**src/rtl/sha256_wb_block_loader_if.sv**
```systemverilog
// ============================================================================
// Module      : sha256_wb_block_loader_if
// Description : Wishbone B3 classic bus bundle for the SHA-256 block loader.
// Revision    : 1.0 - initial release
// ============================================================================
`timescale 1ns/1ps
`default_nettype none

interface sha256_wb_block_loader_if;
  logic [31:0] wb_adr_i;
  logic [31:0] wb_dat_i;
  logic [3:0]  wb_sel_i;
  logic        wb_we_i;
  logic        wb_cyc_i;
  logic        wb_stb_i;
  logic [31:0] wb_dat_o;
  logic        wb_ack_o;
  logic        wb_err_o;

  modport master (
    output wb_adr_i, wb_dat_i, wb_sel_i, wb_we_i, wb_cyc_i, wb_stb_i,
    input  wb_dat_o, wb_ack_o, wb_err_o
  );

  modport slave (
    input  wb_adr_i, wb_dat_i, wb_sel_i, wb_we_i, wb_cyc_i, wb_stb_i,
    output wb_dat_o, wb_ack_o, wb_err_o
  );
endinterface

`default_nettype wire

```
**src/rtl/sha256_wb_block_loader.sv**
```systemverilog
// ============================================================================
// Module      : sha256_wb_block_loader
// Description : Wishbone slave that assembles 512-bit blocks for a SHA-256
//               core, issues init/next and latches the digest for readback.
//               Optional macro SHA256_WB_LOADER_AUTOSTART_EN starts a hash as
//               soon as the last missing block word is written.
// Revision    : 1.0 - initial release
// ============================================================================
`timescale 1ns/1ps
`default_nettype none

module sha256_wb_block_loader #(
  parameter int unsigned WAIT_TIMEOUT = 0
) (
  input  wire logic                  clk,
  input  wire logic                  rst_sys_n,
  sha256_wb_block_loader_if.slave    wb,
  output logic                       core_init_o,
  output logic                       core_next_o,
  output logic [511:0]               core_block_o,
  input  wire logic                  core_ready_i,
  input  wire logic [255:0]          core_digest_i,
  input  wire logic                  core_digest_valid_i,
  output logic                       done_o
);

  localparam logic [5:0]  ADR_CTRL   = 6'h00;
  localparam logic [5:0]  ADR_STATUS = 6'h01;
  localparam logic [15:0] FULL_MASK  = 16'hFFFF;

  typedef enum logic [2:0] {
    ST_IDLE    = 3'd0,
    ST_ISSUE   = 3'd1,
    ST_WAIT_LO = 3'd2,
    ST_WAIT_HI = 3'd3,
    ST_CAPTURE = 3'd4
  } state_t;

  state_t      state;
  logic [31:0] blk_buf [16];
  logic [31:0] digest_w [8];
  logic [15:0] wmask;
  logic        dvalid;
  logic        timeout_flag;
  logic        chain_ok;
  logic [31:0] wait_cnt;
  logic        bus_ack;
  logic        bus_err;
  logic [31:0] bus_rdata;

  logic        req;
  logic [5:0]  word;
  logic [3:0]  blk_idx;
  logic [2:0]  dig_idx;
  logic        is_blk;
  logic        is_dig;
  logic        idle;
  logic        timeout_hit;
  logic [15:0] mask_next;
  logic [31:0] merged;
  logic [31:0] status_word;
  logic        rsp_ack;
  logic        rsp_err;
  logic [31:0] rsp_data;
  logic        blk_wr;
  logic        go_init;
  logic        go_next;
  logic        unused_adr;

  assign wb.wb_ack_o = bus_ack;
  assign wb.wb_err_o = bus_err;
  assign wb.wb_dat_o = bus_rdata;

  // A request already terminated must not be taken again while ack/err is high.
  assign req         = wb.wb_cyc_i & wb.wb_stb_i & ~bus_ack & ~bus_err;
  assign word        = wb.wb_adr_i[7:2];
  assign blk_idx     = word[3:0];
  assign dig_idx     = word[2:0];
  assign is_blk      = (word[5:4] == 2'b01);
  assign is_dig      = (word[5:3] == 3'b100);
  assign idle        = (state == ST_IDLE);
  assign mask_next   = wmask | (16'd1 << blk_idx);
  assign status_word = {wmask, 12'd0, chain_ok, timeout_flag, dvalid, ~idle};
  assign unused_adr  = ^{wb.wb_adr_i[31:8], wb.wb_adr_i[1:0]};

  generate
    for (genvar i = 0; i < 16; i++) begin : g_pack
      assign core_block_o[511 - 32*i -: 32] = blk_buf[i];
    end
  endgenerate

  generate
    if (WAIT_TIMEOUT != 0) begin : g_timeout
      localparam logic [31:0] TIMEOUT_LAST = 32'(WAIT_TIMEOUT - 1);
      assign timeout_hit = (wait_cnt == TIMEOUT_LAST);
    end else begin : g_no_timeout
      assign timeout_hit = 1'b0;
    end
  endgenerate

  always_comb begin
    merged = blk_buf[blk_idx];
    for (int b = 0; b < 4; b++) begin
      if (wb.wb_sel_i[b]) begin
        merged[8*b +: 8] = wb.wb_dat_i[8*b +: 8];
      end
    end
  end

  always_comb begin
    rsp_ack  = 1'b0;
    rsp_err  = 1'b0;
    rsp_data = 32'd0;
    blk_wr   = 1'b0;
    go_init  = 1'b0;
    go_next  = 1'b0;
    if (req) begin
      if (!wb.wb_we_i) begin
        if (word == ADR_CTRL) begin
          rsp_ack = 1'b1;
        end else if (word == ADR_STATUS) begin
          rsp_ack  = 1'b1;
          rsp_data = status_word;
        end else if (is_blk) begin
          rsp_ack  = 1'b1;
          rsp_data = blk_buf[blk_idx];
        end else if (is_dig) begin
          rsp_ack  = 1'b1;
          rsp_data = digest_w[dig_idx];
        end else begin
          rsp_err = 1'b1;
        end
      end else if (is_blk) begin
        if (idle) begin
          rsp_ack = 1'b1;
          blk_wr  = 1'b1;
        end else begin
          rsp_err = 1'b1;
        end
      end else if (word == ADR_CTRL) begin
        if (!idle) begin
          rsp_err = 1'b1;
        end else if (wb.wb_dat_i[0]) begin
          if ((wmask == FULL_MASK) && core_ready_i) begin
            rsp_ack = 1'b1;
            go_init = 1'b1;
          end else begin
            rsp_err = 1'b1;
          end
        end else if (wb.wb_dat_i[1]) begin
          if ((wmask == FULL_MASK) && core_ready_i && chain_ok) begin
            rsp_ack = 1'b1;
            go_next = 1'b1;
          end else begin
            rsp_err = 1'b1;
          end
        end else begin
          rsp_ack = 1'b1;
        end
      end else begin
        rsp_err = 1'b1;
      end
    end
`ifdef SHA256_WB_LOADER_AUTOSTART_EN
    // Only the write that completes the mask triggers; rewrites of a full block do not.
    if (blk_wr && (mask_next == FULL_MASK) && (wmask != FULL_MASK) && core_ready_i) begin
      go_init = ~chain_ok;
      go_next = chain_ok;
    end
`endif
  end

  always_ff @(posedge clk or negedge rst_sys_n) begin
    if (!rst_sys_n) begin
      state        <= ST_IDLE;
      wmask        <= 16'd0;
      dvalid       <= 1'b0;
      timeout_flag <= 1'b0;
      chain_ok     <= 1'b0;
      wait_cnt     <= 32'd0;
      bus_ack      <= 1'b0;
      bus_err      <= 1'b0;
      bus_rdata    <= 32'd0;
      core_init_o  <= 1'b0;
      core_next_o  <= 1'b0;
      done_o       <= 1'b0;
      for (int i = 0; i < 16; i++) blk_buf[i] <= 32'd0;
      for (int i = 0; i < 8; i++) digest_w[i] <= 32'd0;
    end else begin
      bus_ack     <= rsp_ack;
      bus_err     <= rsp_err;
      bus_rdata   <= rsp_data;
      core_init_o <= 1'b0;
      core_next_o <= 1'b0;
      done_o      <= 1'b0;

      if (blk_wr) begin
        blk_buf[blk_idx] <= merged;
        wmask            <= mask_next;
      end

      case (state)
        ST_IDLE: begin
          if (go_init || go_next) begin
            core_init_o  <= go_init;
            core_next_o  <= go_next;
            dvalid       <= 1'b0;
            timeout_flag <= 1'b0;
            wait_cnt     <= 32'd0;
            state        <= ST_ISSUE;
          end
        end
        ST_ISSUE: begin
          state <= ST_WAIT_LO;
        end
        ST_WAIT_LO: begin
          if (timeout_hit) begin
            timeout_flag <= 1'b1;
            chain_ok     <= 1'b0;
            state        <= ST_IDLE;
          end else begin
            wait_cnt <= wait_cnt + 32'd1;
            if (!core_ready_i) state <= ST_WAIT_HI;
          end
        end
        ST_WAIT_HI: begin
          if (timeout_hit) begin
            timeout_flag <= 1'b1;
            chain_ok     <= 1'b0;
            state        <= ST_IDLE;
          end else begin
            wait_cnt <= wait_cnt + 32'd1;
            if (core_ready_i && core_digest_valid_i) state <= ST_CAPTURE;
          end
        end
        ST_CAPTURE: begin
          for (int i = 0; i < 8; i++) digest_w[i] <= core_digest_i[255 - 32*i -: 32];
          dvalid   <= 1'b1;
          chain_ok <= 1'b1;
          wmask    <= 16'd0;
          done_o   <= 1'b1;
          state    <= ST_IDLE;
        end
        default: begin
          state <= ST_IDLE;
        end
      endcase
    end
  end

endmodule

`default_nettype wire
```
**src/flat_wrapper.sv**
```systemverilog
// flat-port wrapper written by rule: the top's interface ports become plain ports
module sha256_wb_block_loader_flat 
#(
  parameter int unsigned WAIT_TIMEOUT = 0
)
  (clk, rst_sys_n, core_init_o, core_next_o, core_block_o, core_ready_i, core_digest_i, core_digest_valid_i, done_o, wb_wb_adr_i, wb_wb_dat_i, wb_wb_sel_i, wb_wb_we_i, wb_wb_cyc_i, wb_wb_stb_i, wb_wb_dat_o, wb_wb_ack_o, wb_wb_err_o);
  sha256_wb_block_loader_if wb_i ();
  input  wire logic clk;
  input  wire logic rst_sys_n;
  output logic core_init_o;
  output logic core_next_o;
  output logic [511:0] core_block_o;
  input  wire logic core_ready_i;
  input  wire logic [255:0] core_digest_i;
  input  wire logic core_digest_valid_i;
  output logic done_o;
  input wire logic [$bits(wb_i.wb_adr_i)-1:0] wb_wb_adr_i;
  input wire logic [$bits(wb_i.wb_dat_i)-1:0] wb_wb_dat_i;
  input wire logic [$bits(wb_i.wb_sel_i)-1:0] wb_wb_sel_i;
  input wire logic [$bits(wb_i.wb_we_i)-1:0] wb_wb_we_i;
  input wire logic [$bits(wb_i.wb_cyc_i)-1:0] wb_wb_cyc_i;
  input wire logic [$bits(wb_i.wb_stb_i)-1:0] wb_wb_stb_i;
  output wire logic [$bits(wb_i.wb_dat_o)-1:0] wb_wb_dat_o;
  output wire logic [$bits(wb_i.wb_ack_o)-1:0] wb_wb_ack_o;
  output wire logic [$bits(wb_i.wb_err_o)-1:0] wb_wb_err_o;
  assign wb_i.wb_adr_i = wb_wb_adr_i;
  assign wb_i.wb_dat_i = wb_wb_dat_i;
  assign wb_i.wb_sel_i = wb_wb_sel_i;
  assign wb_i.wb_we_i = wb_wb_we_i;
  assign wb_i.wb_cyc_i = wb_wb_cyc_i;
  assign wb_i.wb_stb_i = wb_wb_stb_i;
  assign wb_wb_dat_o = wb_i.wb_dat_o;
  assign wb_wb_ack_o = wb_i.wb_ack_o;
  assign wb_wb_err_o = wb_i.wb_err_o;
  sha256_wb_block_loader #(.WAIT_TIMEOUT(WAIT_TIMEOUT)) u_core (.clk(clk), .rst_sys_n(rst_sys_n), .wb(wb_i), .core_init_o(core_init_o), .core_next_o(core_next_o), .core_block_o(core_block_o), .core_ready_i(core_ready_i), .core_digest_i(core_digest_i), .core_digest_valid_i(core_digest_valid_i), .done_o(done_o));
endmodule
```
**config.mk**
```make
export PLATFORM = sky130hd
export DESIGN_NAME = sha256_wb_block_loader_flat
export DESIGN_NICKNAME = d
export VERILOG_FILES = /design/src/rtl/sha256_wb_block_loader_if.sv /design/src/rtl/sha256_wb_block_loader.sv /design/src/flat_wrapper.sv
export SDC_FILE = /design/constraint.sdc
export NUM_CORES = 1
export LEC_CHECK = 0
export ABC_CLOCK_PERIOD_IN_PS = 2600
export BUFFER_PORTS_ARGS = -buffer_cell sky130_fd_sc_hd__clkbuf_2
export CORE_AREA = 8 8 334 336
export DETAILED_ROUTE_END_ITERATION = 16
export DIE_AREA = 0 0 342 344
export PLACE_DENSITY = 0.57
export SYNTH_ARGS = -nofsm -noshare
export SYNTH_HDL_FRONTEND = slang
export SYNTH_SLANG_ARGS = --single-unit
```
**constraint.sdc**
```tcl
create_clock -name clk -period 2.6 [get_ports clk]
set_clock_uncertainty 0.05 [all_clocks]
set_input_delay 0.39 -clock clk [delete_from_list [all_inputs] [get_ports clk]]
set_output_delay 0.39 -clock clk [all_outputs]
set_load 0.01 [all_outputs]
```
==> results.py <==
metrics = {
    "sta": {
        "slew_headroom_pct": 20.8,
        "setup_viol": 0,
        "fin_setup_tns_ns": 0,
        "finalCritPeriodShare_pct": 93.5,
        "setup_ws_ns": 0.169,
        "max_freq_ghz": 0.411,
        "hold_viol": 0,
        "fin_hold_ws_ns": 0.109,
        "layout_min_cycle_time_ns": 2.43,
        "worstMarginPinSlew_ns": 1.19,
        "slew_violations": 0,
        "rsz0062_at_grt": "false",
    },
    "placement": {
        "routabilityCongestion": 0.909,
        "post-dp-hpwl_um": 116000,
        "place_ws_ns": 0.0374,
        "dp.cells": 5717,
        "placed_area_mm2": 0.0451,
        "port_buffers": 853,
    },
    "floorplan": {
        "start_util_pct": 36.0,
        "die_x_um": 342,
        "die_h_um": 344,
        "coreArea_mm2": 0.106,
        "io_pins": 880,
        "dieArea_mm2": 0.118,
        "rows": 120,
    },
    "logic_synthesis": {
        "yosys_warnings": 0,
        "synth-seq-cells": 826,
        "syn-num-nets": 3864,
        "ys_async_sr_fraction_pct": 100,
        "synthFlopType": "dfrtp_1",
        "synth_cell_types": 53,
        "synth_edf_count": 0,
        "syn_avg_cell_area_um2": 10.8,
        "synthCells": 3533,
        "syn-cell-area_mm2": 0.0382,
        "yosysSeqAreaShare_pct": 54.1,
    },
    "clocking": {
        "post-cts-setup-buffers": 0,
        "clockRootBuffer": "clkbuf_16",
        "path_clk_slew_ns": 0.06,
        "h-tree-depth": 3,
        "cts-buffers-inserted": 94,
        "cts_resized": 0,
        "cts_tree": "yes",
        "cts_buffer_depth": 3,
        "insertion_delay_ns": 0.68,
        "clock_sinks": 826,
        "holdBufCountCts": 262,
    },
    "worst_setup_path": {
        "required_ns": 3.09,
        "arrival_ns": 2.92,
        "r2r_start": "u_core.state[0]$_DFFE_PN0P_",
        "r2r-end": "u_core.core_block_o[289]$_DFFE_PN0P_",
        "cp-end-kind": "register",
        "reg2reg_depth": 5,
        "critPathKind": "reg2reg",
        "cp-start-kind": "register",
        "r2r_slack_ns": 0.17,
        "cp_max_fo": 20,
    },
    "power_and_ir_drop": {
        "max-vdd-ir-drop_mv": 0.509,
        "leakagePower_nw": 25.9,
        "clockPowerShare_pct": 37.2,
        "powerDensity_mw_per_mm2": 718,
        "p_switching_mw": 10.5,
        "p_int_mw": 26.1,
        "seq_power_share_pct": 45.1,
        "power_mw": 36.6,
        "combPwrFrac_pct": 17.8,
        "netSwitchingFraction_pct": 28.6,
    },
    "cells_and_area": {
        "post-route-util_pct": 47.9,
        "layout.cells.non_filler": 6160,
        "area_delta_synth_final_pct": 33.1,
        "final_nets": 5003,
        "finalInstanceArea_mm2": 0.0509,
        "drive_above_1_share_pct": 32.8,
    },
    "routing": {
        "ant_nets": 0,
        "drc": 0,
        "first_pass_iters": 7,
        "route.vias.total": 32200,
        "wl_per_cell_um": 25.5,
        "drt_iter0_markers": 2417,
        "vias_per_cell": 5.23,
        "wirelength_um": 157000,
    },
    "grt": {
        "grt-ovfl-total": 0,
        "grt_pass1_wl_um": 229000,
        "grt_pass1_vias": 33000,
        "antenna_found_initial": 13,
        "grtUsageTotal_pct": 25.9,
        "grt_max_degree": 116,
    },
    "job": {
        "maxCapViolations": 0,
    },
    "worst_hold_path": {
        "holdPathStages": 4,
        "hp-start": "core_ready_i",
        "hold-path-endpoint": "u_core.state[0]$_DFFE_PN0P_",
        "min_path_type": "in2reg",
    },
    "run_status": {
        "status": "finished, final reports clean",
    },
}
## state kept, by name (all words and copies together), names as in the netlist, 3 cells and up
name                 count
u_core.digest_w        256
u_core.wmask            16
u_core.wb.wb_dat_o      32
u_core.state             3
u_core.core_block_o    512
## critical path: stages, from the launching register on
cell and delay, ns:
dfrtp_1 0.40, or3_1 0.53, nor3_4 0.40, and3_2 0.31, buf_12 0.23, mux2_2 0.36
## worst max-delay path by stage
stage	from	to	slack, ns	cells past startpoint
after floorplan	u_core.state[0]$_DFFE_PN0P_	u_core.core_block_o[400]$_DFFE_PN0P_	0.50	8
final	u_core.state[0]$_DFFE_PN0P_	u_core.core_block_o[289]$_DFFE_PN0P_	0.17	5
after global placement	wb_wb_adr_i[5]	u_core.wb.wb_dat_o[31]$_DFF_PN0_	0.07	8
after detailed placement	wb_wb_adr_i[5]	u_core.core_block_o[387]$_DFFE_PN0P_	0.04	8
after CTS	u_core.state[0]$_DFFE_PN0P_	u_core.core_block_o[271]$_DFFE_PN0P_	0.16	5
after global routing	u_core.state[0]$_DFFE_PN0P_	u_core.core_block_o[24]$_DFFE_PN0P_	0.05	6
## routing by layer
metal	track usage (%)	share of wire, %	vias up
met5	0	0	-
met3	6.11	7.8	279
met4	10.3	4.3	0
li1	-	-	14500
met2	41.1	46	1269
met1	34.3	42	16100
## cell usage after synthesis (all sizes together), types with 4 or more instances
cell     number  area, um2
nand3        62        360
nor2b        32        200
nor2         42        193
o2bb2ai      13        114
nand2      1123       4220
nor3          5       47.5
mux4         64       1440
o21a         21        158
clkbuf      131        492
a22oi       128        961
nand2b        4       25.0
and3          9       56.3
and2          5       31.3
mux2i       270       2700
inv          11       41.3
nand4         9       77.6
a21oi        38        190
o21ai       272       1360
buf         112        805
dfrtp       826      20700
a221oi       19        488
a21o         35        263
mux2        256       2920
a211oi       13        163
o22ai        18        113
## cells in the final DEF (no fill, tap or decap), types with 5 or more instances in the layout
cell type / n
nand2_1: 1121
clkbuf_2: 848
dfrtp_1: 826
mux2i_1: 270
o21ai_0: 265
dlygate4sd3_1: 262
mux2_2: 245
a22oi_1: 128
buf_4: 113
clkbuf_16: 95
mux4_2: 64
buf_12: 59
nand3_1: 56
a21oi_1: 38
a21o_1: 35
nor2_1: 30
clkbuf_1: 29
nor2b_1: 28
o21a_1: 21
o22ai_1: 18
a221oi_4: 18
clkinv_2: 14
o2bb2ai_1: 13
a211oi_2: 13
clkbuf_8: 12
diode_2: 11
inv_1: 9
mux2_4: 9
bufinv_16: 9
nand4_1: 7
o21ai_1: 7
nor2_4: 6
nor2_2: 6
and3_2: 6
clkinvlp_4: 5
## cell families after synthesis
group / share of synthesized area (%)
mux: 18.5
compound gates: 10.1
flops: 54.1
buf+inv: 3.50
simple gates: 13.9
## power groups by stage
stage / registers, mW / logic (mW) / clock network (mW)
6_report: 16.5 / 6.49 / 13.6
2_1_floorplan: 16.3 / 3.84 / 0
3_5_place_dp: 16.7 / 6.15 / 0
4_1_cts: 16.5 / 6.51 / 13.9
3_3_place_gp: 16.6 / 6.07 / 0
5_1_grt: 16.7 / 7.20 / 14.4
## cell type report
type	count	area (um2)
Tap cell	1403	1760
Fill cell	9956	55400
Sequential cell	826	20700
Timing Repair Buffer	1286	8950
Antenna cell	11	27.5
Inverter	11	48.8
Multi-Input combinational cell	2453	16300
Clock inverter	35	493
Clock buffer	135	2640
No activity file was read; power rests on OpenSTA's default activity.
